==> src/rtl/sseg_arb_pkg.sv <==
// rtl/sseg_arb_pkg.sv - shared state encoding and widths for the seven-segment display arbiter
package sseg_arb_pkg;

    typedef enum logic [1:0] {
        ST_IDLE   = 2'd0,
        ST_OWN    = 2'd1,
        ST_SWITCH = 2'd2
    } arb_state_t;

    localparam int HEX_W              = 4;
    localparam int DEFAULT_HOLD_TICKS = 8;

endpackage

==> src/rtl/rr_priority_picker.sv <==
// rtl/rr_priority_picker.sv - combinational round-robin search for the first set request at or above ptr
module rr_priority_picker #(
    parameter  int N_REQ = 4,
    localparam int IDX_W = $clog2(N_REQ)
) (
    input  logic [N_REQ-1:0] req,
    input  logic [IDX_W-1:0] ptr,
    output logic [N_REQ-1:0] winner,
    output logic [IDX_W-1:0] idx,
    output logic             any
);

    function automatic logic [IDX_W-1:0] wrap_idx(input logic [IDX_W-1:0] base, input int offset);
        wrap_idx = IDX_W'((int'(base) + offset) % N_REQ);
    endfunction

    logic [IDX_W-1:0] cand;

    always_comb begin
        winner = '0;
        idx    = '0;
        any    = 1'b0;
        cand   = '0;
        for (int i = 0; i < N_REQ; i++) begin
            cand = wrap_idx(ptr, i);
            if (!any && req[cand]) begin
                any         = 1'b1;
                winner[cand] = 1'b1;
                idx         = cand;
            end
        end
    end

endmodule

==> src/rtl/sseg_display_arbiter.sv <==
// rtl/sseg_display_arbiter.sv - round-robin owner of the seven-segment display with minimum hold time
// Optional macro SSEG_ARB_LZ_BLANK_EN enables leading-zero digit blanking.
module sseg_display_arbiter
    import sseg_arb_pkg::*;
#(
    parameter  int N_REQ      = 4,
    parameter  int N_SSEGS    = 4,
    parameter  int HOLD_TICKS = DEFAULT_HOLD_TICKS,
    localparam int OWN_W      = $clog2(N_REQ),
    localparam int DATA_W     = HEX_W * N_SSEGS
) (
    input  logic                      i_clk,
    input  logic                      i_reset,
    input  logic                      i_ce,
    input  logic [N_REQ-1:0]          i_req,
    input  logic [N_REQ*DATA_W-1:0]   i_data,
    output logic [N_REQ-1:0]          o_grant,
    output logic [OWN_W-1:0]          o_owner,
    output logic                      o_valid,
    output logic [DATA_W-1:0]         o_hex_data,
    output logic [N_SSEGS-1:0]        o_digit_blank
);

    localparam logic [7:0]       HOLD_MAX = 8'(HOLD_TICKS);
    localparam logic [OWN_W-1:0] LAST_IDX = OWN_W'(N_REQ - 1);

    arb_state_t          state_q, state_d;
    logic [OWN_W-1:0]    rr_ptr_q, rr_ptr_d;
    logic [7:0]          hold_q, hold_d;
    logic [N_REQ-1:0]    grant_d;
    logic [OWN_W-1:0]    owner_d;
    logic                valid_d;
    logic [DATA_W-1:0]   hex_d;
    logic [N_SSEGS-1:0]  blank_d;

    logic [N_REQ-1:0]    pick_onehot;
    logic [OWN_W-1:0]    pick_idx;
    logic                pick_any;
    logic [DATA_W-1:0]   owner_slice;
    logic                owner_req;
    logic                others_req;

    rr_priority_picker #(.N_REQ(N_REQ)) u_picker (
        .req    (i_req),
        .ptr    (rr_ptr_q),
        .winner (pick_onehot),
        .idx    (pick_idx),
        .any    (pick_any)
    );

    always_comb begin
        owner_slice = '0;
        for (int k = 0; k < N_REQ; k++) begin
            if (o_owner == OWN_W'(k)) begin
                owner_slice = i_data[k*DATA_W +: DATA_W];
            end
        end
    end

    assign owner_req  = i_req[o_owner];
    assign others_req = |(i_req & ~o_grant);

`ifdef SSEG_ARB_LZ_BLANK_EN
    // Digit 0 always shows, so an all-zero value still displays a single "0".
    function automatic logic [N_SSEGS-1:0] lz_mask(input logic [DATA_W-1:0] hex);
        logic seen;
        seen    = 1'b0;
        lz_mask = '0;
        for (int d = N_SSEGS - 1; d > 0; d--) begin
            if (hex[d*HEX_W +: HEX_W] != '0) begin
                seen = 1'b1;
            end
            lz_mask[d] = ~seen;
        end
    endfunction
`endif

    always_comb begin
        state_d  = state_q;
        rr_ptr_d = rr_ptr_q;
        hold_d   = hold_q;
        grant_d  = o_grant;
        owner_d  = o_owner;
        valid_d  = o_valid;
        hex_d    = o_hex_data;

        case (state_q)
            ST_OWN: begin
                hex_d = owner_slice;
                if (i_ce && (hold_q != HOLD_MAX)) begin
                    hold_d = hold_q + 8'd1;
                end
                if (!owner_req || ((hold_q == HOLD_MAX) && others_req)) begin
                    state_d  = ST_SWITCH;
                    grant_d  = '0;
                    rr_ptr_d = (o_owner == LAST_IDX) ? '0 : o_owner + OWN_W'(1);
                end
            end
            ST_IDLE, ST_SWITCH: begin
                if (pick_any) begin
                    state_d = ST_OWN;
                    grant_d = pick_onehot;
                    owner_d = pick_idx;
                    valid_d = 1'b1;
                    hold_d  = '0;
                end else begin
                    state_d = ST_IDLE;
                    grant_d = '0;
                    valid_d = 1'b0;
                end
            end
            default: begin
                state_d = ST_IDLE;
                grant_d = '0;
                valid_d = 1'b0;
            end
        endcase

`ifdef SSEG_ARB_LZ_BLANK_EN
        blank_d = valid_d ? lz_mask(hex_d) : '1;
`else
        blank_d = {N_SSEGS{~valid_d}};
`endif
    end

    always_ff @(posedge i_clk) begin
        if (!i_reset) begin
            state_q       <= ST_IDLE;
            rr_ptr_q      <= '0;
            hold_q        <= '0;
            o_grant       <= '0;
            o_owner       <= '0;
            o_valid       <= 1'b0;
            o_hex_data    <= '0;
            o_digit_blank <= '1;
        end else begin
            state_q       <= state_d;
            rr_ptr_q      <= rr_ptr_d;
            hold_q        <= hold_d;
            o_grant       <= grant_d;
            o_owner       <= owner_d;
            o_valid       <= valid_d;
            o_hex_data    <= hex_d;
            o_digit_blank <= blank_d;
        end
    end

endmodule

==> config.mk <==
export PLATFORM = sky130hd
export DESIGN_NAME = sseg_display_arbiter
export DESIGN_NICKNAME = d
export VERILOG_FILES = /design/src/rtl/sseg_arb_pkg.sv /design/src/rtl/rr_priority_picker.sv /design/src/rtl/sseg_display_arbiter.sv
export SDC_FILE = /design/constraint.sdc
export NUM_CORES = 1
export LEC_CHECK = 0
export ABC_AREA = 1
export CORE_AREA = 2 2 67 95
export DETAILED_ROUTE_END_ITERATION = 8
export DIE_AREA = 0 0 69 97
export GPL_TIMING_DRIVEN = 1
export PLACE_DENSITY = 0.77
export SLEW_MARGIN = 5
export SYNTH_ARGS = -nofsm -noshare
export SYNTH_HDL_FRONTEND = slang
export SYNTH_SLANG_ARGS = --single-unit
==> constraint.sdc <==
create_clock -name i_clk -period 3.8 [get_ports i_clk]
set_input_delay 0.38 -clock i_clk [delete_from_list [all_inputs] [get_ports i_clk]]
set_output_delay 0.38 -clock i_clk [all_outputs]
set_load 0.005 [all_outputs]
==> results.json <==
{
  "status": "finished, final reports clean",
  "fin_setup_tns_ns": 0,
  "clock_path_buffers": 2,
  "ys_seq_area_share_pct": 28.6,
  "start_kind": "flip-flop",
  "cp_max_fo": 17,
  "synthCells": 375,
  "drtAntennaViolNets": 0,
  "end_kind": "flip-flop",
  "syn_to_final_growth_pct": 41.6,
  "clk_latency_ns": 0.29,
  "syn_area_um2": 2520,
  "finalHoldViolCount": 0,
  "core-area_um2": 5780,
  "max_freq_mhz": 452,
  "dieHeight_um": 97,
  "htreeDepth": 2,
  "cp-startpoint": "o_owner[1]$_SDFFE_PN0P_",
  "fin_crit_sh_pct": 58.2,
  "yosysWarnings": 0,
  "dieArea_um2": 6690,
  "worstSetupPathType": "flip-flop to flip-flop",
  "drt-vias-per-instance": 5.22,
  "ys.flop_type": "dfxtp_1",
  "timing.rr.start": "o_owner[1]$_SDFFE_PN0P_",
  "ys_ff_latch": 36,
  "grt_pass1_vias": 2721,
  "finalMaxSlewViolations": 0,
  "fp.dieW_um": 69,
  "antenna_found_initial": 0,
  "cts_setup_buffers": 0,
  "synth-async-reset-ratio_pct": 0,
  "cts_tree": "yes",
  "cts_inserted_buffers": 5,
  "peakVddDrop_mv": 0.374,
  "rrSetupSlack_ns": 1.59,
  "wire_per_inst_um": 13.1,
  "rsz0062_at_grt": "no",
  "synth.distinct_cells": 33,
  "initial_core_util_pct": 43.5,
  "track_usage_pct": 21.0,
  "min_period_ns": 2.21,
  "worstSetupEndpoint": "o_hex_data[7]$_SDFFE_PN0N_",
  "grt_max_degree": 33,
  "wirelength_mm": 6.96,
  "worstMarginPinSlew_ns": 0.850,
  "min_path_type": "flip-flop to flip-flop",
  "slew_headroom_pct": 43.3,
  "cap_violations": 0,
  "syn_nets": 460,
  "hold_ws_ns": 0.495,
  "cts_resized": 0,
  "fin_skew_ns": 0.00318,
  "root_buffer": "clkbuf_8",
  "cts_hold_buf": 0,
  "drive_above_1_share_pct": 6.96,
  "synth_edf_count": 0,
  "gp_congestion": 0.864,
  "p_per_area_nw_per_um2": 639,
  "cts_sinks": 36,
  "firstDrtPassIters": 4,
  "required_ns": 4.02,
  "vias": 2768,
  "row_count": 33,
  "setup_violations": 0,
  "dpl.hpwl_mm": 5.55,
  "clk_pin_slew_ns": 0.07,
  "synth.avg_cell_area_um2": 6.71,
  "drtIter0Drc": 121,
  "numPortBuffers": 97,
  "cp.arrival_ns": 2.43,
  "p_leak_nw": 1.47,
  "r2r_end": "o_hex_data[7]$_SDFFE_PN0N_",
  "drc_errors": 0,
  "grt_pass1_wl_mm": 11.9,
  "num_io_pins": 98,
  "reg2reg_depth": 7,
  "diodes": 0,
  "grt_overflow": 0,
  "layout.nets": 544
}
[routing by layer]
metal / GRT usage [%] / vias up / wire length [µm]
met5: 0 / - / 0
met4: 7.99 / 0 / 117
met3: 6.25 / 10 / 564
met2: 38.8 / 104 / 3590
met1: 22.0 / 1220 / 2690
li1: - / 1434 / -
[how the worst min path moves through the flow]
| stage | end | depth (start not counted) | slack [ns] | startpoint |
|---|---|---|---|---|
| 5_1_grt | o_valid$_SDFF_PN0_ | 2 | 0.52 | o_valid$_SDFF_PN0_ |
| 2_1_floorplan | o_grant[1]$_SDFFE_PN0P_ | 2 | 0.48 | o_grant[1]$_SDFFE_PN0P_ |
| 3_3_place_gp | o_grant[1]$_SDFFE_PN0P_ | 2 | 0.48 | o_grant[1]$_SDFFE_PN0P_ |
| 6_report | o_valid$_SDFF_PN0_ | 2 | 0.49 | o_valid$_SDFF_PN0_ |
| 3_5_place_dp | o_grant[1]$_SDFFE_PN0P_ | 2 | 0.48 | o_grant[1]$_SDFFE_PN0P_ |
| 4_1_cts | o_grant[1]$_SDFFE_PN0P_ | 2 | 0.49 | o_grant[1]$_SDFFE_PN0P_ |
[logic make-up after synthesis]
group                    synth area share [%]
buffers and inverters                    8.70
flip-flops                               28.6
adder cells (fa/ha/maj)                  6.96
XOR/XNOR                                0.696
AND/OR/NAND/NOR                          31.5
AO/OA/AOI/OAI                            23.5
[registers in the layout (all words and copies together), names as in the netlist]
name,cells
o_valid,1
o_owner,2
o_hex_data,16
state_q,2
hold_q,8
rr_ptr_q,2
o_digit_blank,1
o_grant,4
[area by class of cell]
| type | count | area, µm² |
|---|---|---|
| flip-flops and latches | 36 | 721 |
| repair buffers | 97 | 971 |
| inverters | 30 | 118 |
| fillers | 572 | 2220 |
| clock buffers | 8 | 90.1 |
| multi-input cells | 289 | 1580 |
| well taps | 70 | 87.6 |
[synth_stat cells, types with 3 or more instances]
| master | count | area [µm²] |
|---|---|---|
| nand2_1 | 89 | 334 |
| a21oi_1 | 46 | 230 |
| dfxtp_1 | 36 | 721 |
| nand3_1 | 36 | 180 |
| o21ai_0 | 32 | 160 |
| inv_1 | 25 | 93.8 |
| nor2_1 | 17 | 63.8 |
| a22oi_1 | 16 | 120 |
| ha_1 | 14 | 175 |
| clkbuf_1 | 12 | 45.0 |
| nand2_2 | 5 | 31.3 |
| buf_4 | 4 | 30.0 |
| inv_2 | 4 | 15.0 |
| nand2_4 | 4 | 45.0 |
| a21boi_0 | 3 | 22.5 |
| buf_2 | 3 | 15.0 |
| nand3_2 | 3 | 30.0 |
| nor3_1 | 3 | 15.0 |
| o21ai_1 | 3 | 15.0 |
| o22ai_1 | 3 | 18.8 |
[power by group]
part / leakage (nW) / switching [mW] / internal (mW)
logic: 1.13 / 0.788 / 0.590
registers: 0.295 / 0.111 / 0.511
clock network: 0.0455 / 0.130 / 0.148
total: 1.47 / 1.03 / 1.25
[layout by cell type (no fill, tap or decap), drive strengths merged, types with 8 or more instances in the layout]
master         netlist  final
inv                 30     30
nand2               98     98
dfxtp               36     36
nor2                21     21
a21oi               46     46
ha                  14     14
nand3               40     40
clkdlybuf4s50        0     97
a22oi               16     16
clkbuf              12      8
o21ai               36     36
[stage by stage]
| step | cell area (µm²) | setup WS (ns) | instances | utilization [%] | total power [mW] |
|---|---|---|---|---|---|
| 3_5_place_dp | 3470 | 1.58 | 522 | 60.1 | 2.00 |
| 6_report | 3560 | 1.59 | 530 | 61.6 | 2.28 |
| 4_1_cts | 3560 | 1.55 | 530 | 61.6 | 2.29 |
| 2_1_floorplan | 2520 | 2.04 | 375 | - | 1.51 |
| 3_3_place_gp | 3470 | 1.62 | 522 | 60.1 | 1.98 |
| 5_1_grt | 3560 | 1.37 | 530 | 61.6 | 2.48 |
[worst max-delay path: stages, from the launching register on]
cell,delay (ns)
dfxtp_1,0.48
inv_1,0.13
ha_1,0.42
nor2_2,0.57
a22oi_1,0.18
o21ai_1,0.16
nand2_1,0.07
a21oi_1,0.14
Note: power is estimated with default switching activity, not from simulation.
==> patch 1 (config.mk and constraints unchanged) <==
Re-encode `arb_state_t` (3 states) as one-hot, 3 bits wide.
--- a/src/rtl/sseg_arb_pkg.sv
+++ b/src/rtl/sseg_arb_pkg.sv
@@ -1,10 +1,10 @@
 // rtl/sseg_arb_pkg.sv - shared state encoding and widths for the seven-segment display arbiter
 package sseg_arb_pkg;
 
-    typedef enum logic [1:0] {
-        ST_IDLE   = 2'd0,
-        ST_OWN    = 2'd1,
-        ST_SWITCH = 2'd2
+    typedef enum logic [2:0] {
+        ST_IDLE   = 3'b001,
+        ST_OWN    = 3'b010,
+        ST_SWITCH = 3'b100
     } arb_state_t;
 
     localparam int HEX_W              = 4;
Formal check against the unedited RTL: same outputs for any inputs over 4 cycles, from zero or initial values and one cycle with i_reset low; so few cycles prove little.
==> patch 1 against the original RTL <==
- sequential cell count rose by 1
- clock skew rose by 0.0056 ns
- cell area rose by 2.1%
- worst setup slack got worse by 0.00089 ns
- synthesized area rose by 1.9%
- worst hold slack got worse by 0.013 ns
- non-clock buffer count did not move
- power fell by 26%
- routed wire length rose by 12%
==> patch 1: results (changes against the original RTL) <==
Global route
  – Global Route Usage Sum: 23.7% (was 21.0%)
  – First-pass GRT wire length: 13000 um (was 11900 um)
  – Initial antenna violation count: 0 (unchanged)
  – Vias in the first global route: 2821 (was 2721)

Cells and area
  – NumNets Final: 553 (was 544)
  – ANT cells: 0 (unchanged)
  – Biggest regs: o_hex_data x16, hold_q x8, o_grant x4 (unchanged)
  – Share of cells above drive strength 1: 7.25% (was 6.96%)

Yosys
  – Number of synthesis warnings: 0 (unchanged)
  – Synth cell types: 31 (was 33)
  – Most area-consuming cells after synthesis: dfxtp_1 29%, nand2_1 14%, a21oi_1 8.6%, ha_1 6.8%, nand3_1 6.2% (was dfxtp_1 29%, nand2_1 13%, a21oi_1 9.1%, nand3_1 7.2%, ha_1 7.0%)
  – Synth top cells by count: 98 x nand2_1, 44 x a21oi_1, 37 x dfxtp_1 (was 89 x nand2_1, 46 x a21oi_1, 36 x dfxtp_1, 36 x nand3_1, 32 x o21ai_0)
  – Post-synthesis sequential area ratio: 28.9% (was 28.6%)
  – Asr flop ratio synth: 0% (unchanged)
  – Post-synth top flop: dfxtp_1 (unchanged)
  – Syn_nets: 468 (was 460)

Route
  – Drt total wl: 7790 um (was 6960 um)
  – Met3 wire len: 510 um (was 564 um)
  – First-iteration detailed-routing DRC count: 137 (was 121)
  – Wl on met1: 2980 um (was 2690 um)
  – Vias per cell: 5.38 (was 5.22)
  – Met2 Routed Length: 3990 um (was 3590 um)

STA
  – Worst Skew: 0.00878 ns (was 0.00318 ns)
  – Slew @ Worst Pin: 0.892 ns (was 0.850 ns)

Place
  – RD Place Congestion: 0.863 (was 0.864)
  – Post-detailed-placement half-perimeter wirelength: 6090 um (was 5550 um)
  – DP Area: 3520 um^2 (was 3470 um^2)
  – PortBufs: 97 (unchanged)

CTS
  – H-tree Lvls: 2 (unchanged)
  – Number of hold buffers added after cts: 0 (unchanged)
  – Post-CTS sizing: 0 (unchanged)
  – Worst-Skew Late Latency: 0.29 ns (about the same)
  – Reg clk slew, reported paths: 0.07 ns (about the same)
  – Clock root cell: clkbuf_8 (unchanged)

Pwr
  – Worst vdd ir: 0.249 mV (was 0.374 mV)
  – P_leak: 1.52 nW (was 1.47 nW)

Run status
  – Status: finished, final reports clean (unchanged)

Worst setup path
  – Slowest cell on the critical path: dfxtp_1 (was nor2_2)
  – CP peak stage delay: 0.67 ns (was 0.57 ns)
  – Worst Path Arrival: 2.45 ns (was 2.43 ns)
  – Crit-path leading delay family: simple AND/OR/NAND/NOR gates (unchanged)
  – CP Max Fanout: 12 (was 17)
patch 1: layout make-up:
cell class	instances	area, um^2
clock buffers	5	68.8
clock inverters	3	46.3
fillers	541	2140
inverters	31	124
multi-input cells	296	1600
flip-flops and latches	37	741
well taps	70	87.6
repair buffers	97	971
patch 1: worst paths after layout:
check                                              start                 endpoint  slack [ns]  cells past startpoint
worst max register to register  rr_ptr_q[0]$_SDFFE_PN0P_  o_grant[3]$_SDFFE_PN0P_        1.59                     10
worst max-delay path            rr_ptr_q[0]$_SDFFE_PN0P_  o_grant[3]$_SDFFE_PN0P_        1.59                     10
worst min-delay path             o_grant[1]$_SDFFE_PN0P_  o_grant[1]$_SDFFE_PN0P_        0.48                      2
worst min register to register   o_grant[1]$_SDFFE_PN0P_  o_grant[1]$_SDFFE_PN0P_        0.48                      2
patch 1: power by group:
group          internal (mW)  switching (mW)
combinational          0.350           0.470
sequential             0.455          0.0573
clock                  0.196           0.152
patch 1: logic make-up after synthesis:
kind of cell / share of synthesized area, %
adders and majority gates: 6.83
and+or+nand+nor: 32.2
AOI/OAI and AO/OA: 22.7
xor gates and xnor gates: 0.683
DFF: 28.9
buffers and inverters: 8.69
patch 1: per-stage QoR:
step,cells,util [%],setup slack (ns),power [mW]
3_5_place_dp,531,61.0,1.40,1.34
2_1_floorplan,383,-,1.97,1.01
3_3_place_gp,531,61.0,1.49,1.33
5_1_grt,539,62.9,1.28,1.80
6_report,539,62.9,1.59,1.68
4_1_cts,539,62.9,1.56,1.68
patch 1: worst min-delay path, stage by stage, from the launching register on:
cell and delay, ns:
dfxtp_1 0.33, nand2_1 0.06, nand2_1 0.05
patch 1: routing by layer:
layer	track usage, %	up-vias
met2	42.6	128
met4	11.3	0
met3	4.27	17
li1	-	1453
met1	26.6	1300
met5	0	-
==> patch 2 (same flow settings) <==
Without the edit above. The parameter `N_SSEGS` goes from 4 to 2.
--- a/src/rtl/sseg_display_arbiter.sv
+++ b/src/rtl/sseg_display_arbiter.sv
@@ -4,7 +4,7 @@
     import sseg_arb_pkg::*;
 #(
     parameter  int N_REQ      = 4,
-    parameter  int N_SSEGS    = 4,
+    parameter  int N_SSEGS    = 2,
     parameter  int HOLD_TICKS = DEFAULT_HOLD_TICKS,
     localparam int OWN_W      = $clog2(N_REQ),
     localparam int DATA_W     = HEX_W * N_SSEGS
Interface: changed (resized i_data, o_digit_blank and o_hex_data); port bits go from 98 to 56. The function was not compared with the original's and may differ.
==> patch 2 against the original RTL <==
- worst setup slack got worse by 0.013 ns
- fmax decreased by 0.56%
- routed wire length decreased by 19%
- synthesized area decreased by 22%
- power decreased by 23%
- cell area decreased by 26%
- combinational power decreased by 25%
- sequential cell count decreased by 8
==> patch 2: results (changes against the original RTL) <==
Place
  – RD Place Congestion: 0.831 (was 0.864)
  – Post-detailed-placement half-perimeter wirelength: 4440 um (was 5550 um)
  – Placed cell count: 411 (was 522)

Pwr
  – Clock power frac: 13.6% (was 12.2%)
  – Worst vdd ir: 0.353 mV (was 0.374 mV)
  – P_leak: 1.08 nW (was 1.47 nW)

Worst setup path
  – Depth of the worst register-to-register path: 11 (was 7)
  – CP Max Fanout: 11 (was 17)
  – Worst setup endpoint: hold_q[3]$_SDFFE_PN0P_ (was o_hex_data[7]$_SDFFE_PN0N_)
  – CP startpoint: rr_ptr_q[0]$_SDFFE_PN0P_ (was o_owner[1]$_SDFFE_PN0P_)

CTS
  – H-tree Lvls: 1 (was 2)
  – Reg clk slew, reported paths: 0.10 ns (was 0.07 ns)

Cells and area
  – Non-CTS buffers: 55 (was 97)
  – Clock network share of area: 2.69% (was 2.53%)
  – Final std cells w/o fill: 415 (was 530)
  – Buffer share of cell area: 20.8% (was 27.2%)
  – Clock buffers: 3 (was 8)
  – Total area of sequential cells: 561 um^2 (was 721 um^2)
  – Biggest regs: hold_q x8, o_hex_data x8, o_grant x4 (was o_hex_data x16, hold_q x8, o_grant x4)
  – Fraction of standard cell area in multi-input logic: 48.4% (was 44.2%)
  – Area of the multi-input gates: 1280 um^2 (was 1580 um^2)
  – Inverters, non-clock: 26 (was 30)
  – Fillers: 602 (was 572)

Yosys
  – Synth top cells by count: 64 x nand2_1, 33 x a21oi_1, 29 x nand3_1 (was 89 x nand2_1, 46 x a21oi_1, 36 x dfxtp_1, 36 x nand3_1, 32 x o21ai_0)
  – Synth Register Bits: 28 (was 36)
  – Cell count after synthesis: 294 (was 375)
  – Synth cell types: 29 (was 33)
  – Most area-consuming cells after synthesis: dfxtp_1 28%, nand2_1 12%, ha_1 8.9%, a21oi_1 8.4%, nand3_1 7.4% (was dfxtp_1 29%, nand2_1 13%, a21oi_1 9.1%, nand3_1 7.2%, ha_1 7.0%)
  – Post-synthesis sequential area ratio: 28.4% (was 28.6%)

Route
  – First-iteration detailed-routing DRC count: 123 (was 121)
  – Met3 wire len: 209 um (was 564 um)
  – Wl on met1: 2270 um (was 2690 um)
  – Routed wire per std cell: 13.6 um (was 13.1 um)
  – Met2 Routed Length: 2870 um (was 3590 um)
  – First-pass iteration count of the detailed router: 6 (was 4)
  – Vias per cell: 5.13 (was 5.22)

Global route
  – GRT met3 Usage: 2.08% (was 6.25%)
  – Vias in the first global route: 2076 (was 2721)
  – Pin count of the biggest net entering global routing: 17 (was 33)

STA
  – Slew @ Worst Pin: 0.770 ns (was 0.850 ns)
  – Hold slack: 0.508 ns (was 0.495 ns)
  – Worst Skew: 0.0115 ns (was 0.00318 ns)
  – Min cycle time layout: 2.22 ns (was 2.21 ns)

Run status
  – Status: finished, final reports clean (unchanged)
## patch 2: changes by cell type after synthesis, sizes merged, moves of 6 or more
cell	unedited run	this run
nand2	98	74
o21ai	36	22
a21oi	46	34
a22oi	16	8
dfxtp	36	28
clkbuf	12	5
nand3	40	34
## patch 2: critical path, cell delays in order, from the launching register on
cell and delay, ns:
dfxtp_1 0.57, inv_2 0.20, ha_1 0.40, inv_1 0.13, nand3_1 0.10, nand2_2 0.09
nand2_2 0.07, nor2_4 0.15, nand2_4 0.08, nand2_4 0.13, nand3_1 0.10, a21oi_1 0.14
## patch 2: cell families (layout without fill, tap and decap cells)
kind of cell / count (synthesis) / after routing / share of synthesized area [%]
xor+xnor: 4 / 4 / 1.77
simple gates: 143 / 143 / 34.4
fa+ha+maj: 14 / 14 / 8.87
compound gates: 71 / 71 / 19.9
buf+inv: 34 / 85 / 6.65
flops: 28 / 28 / 28.4
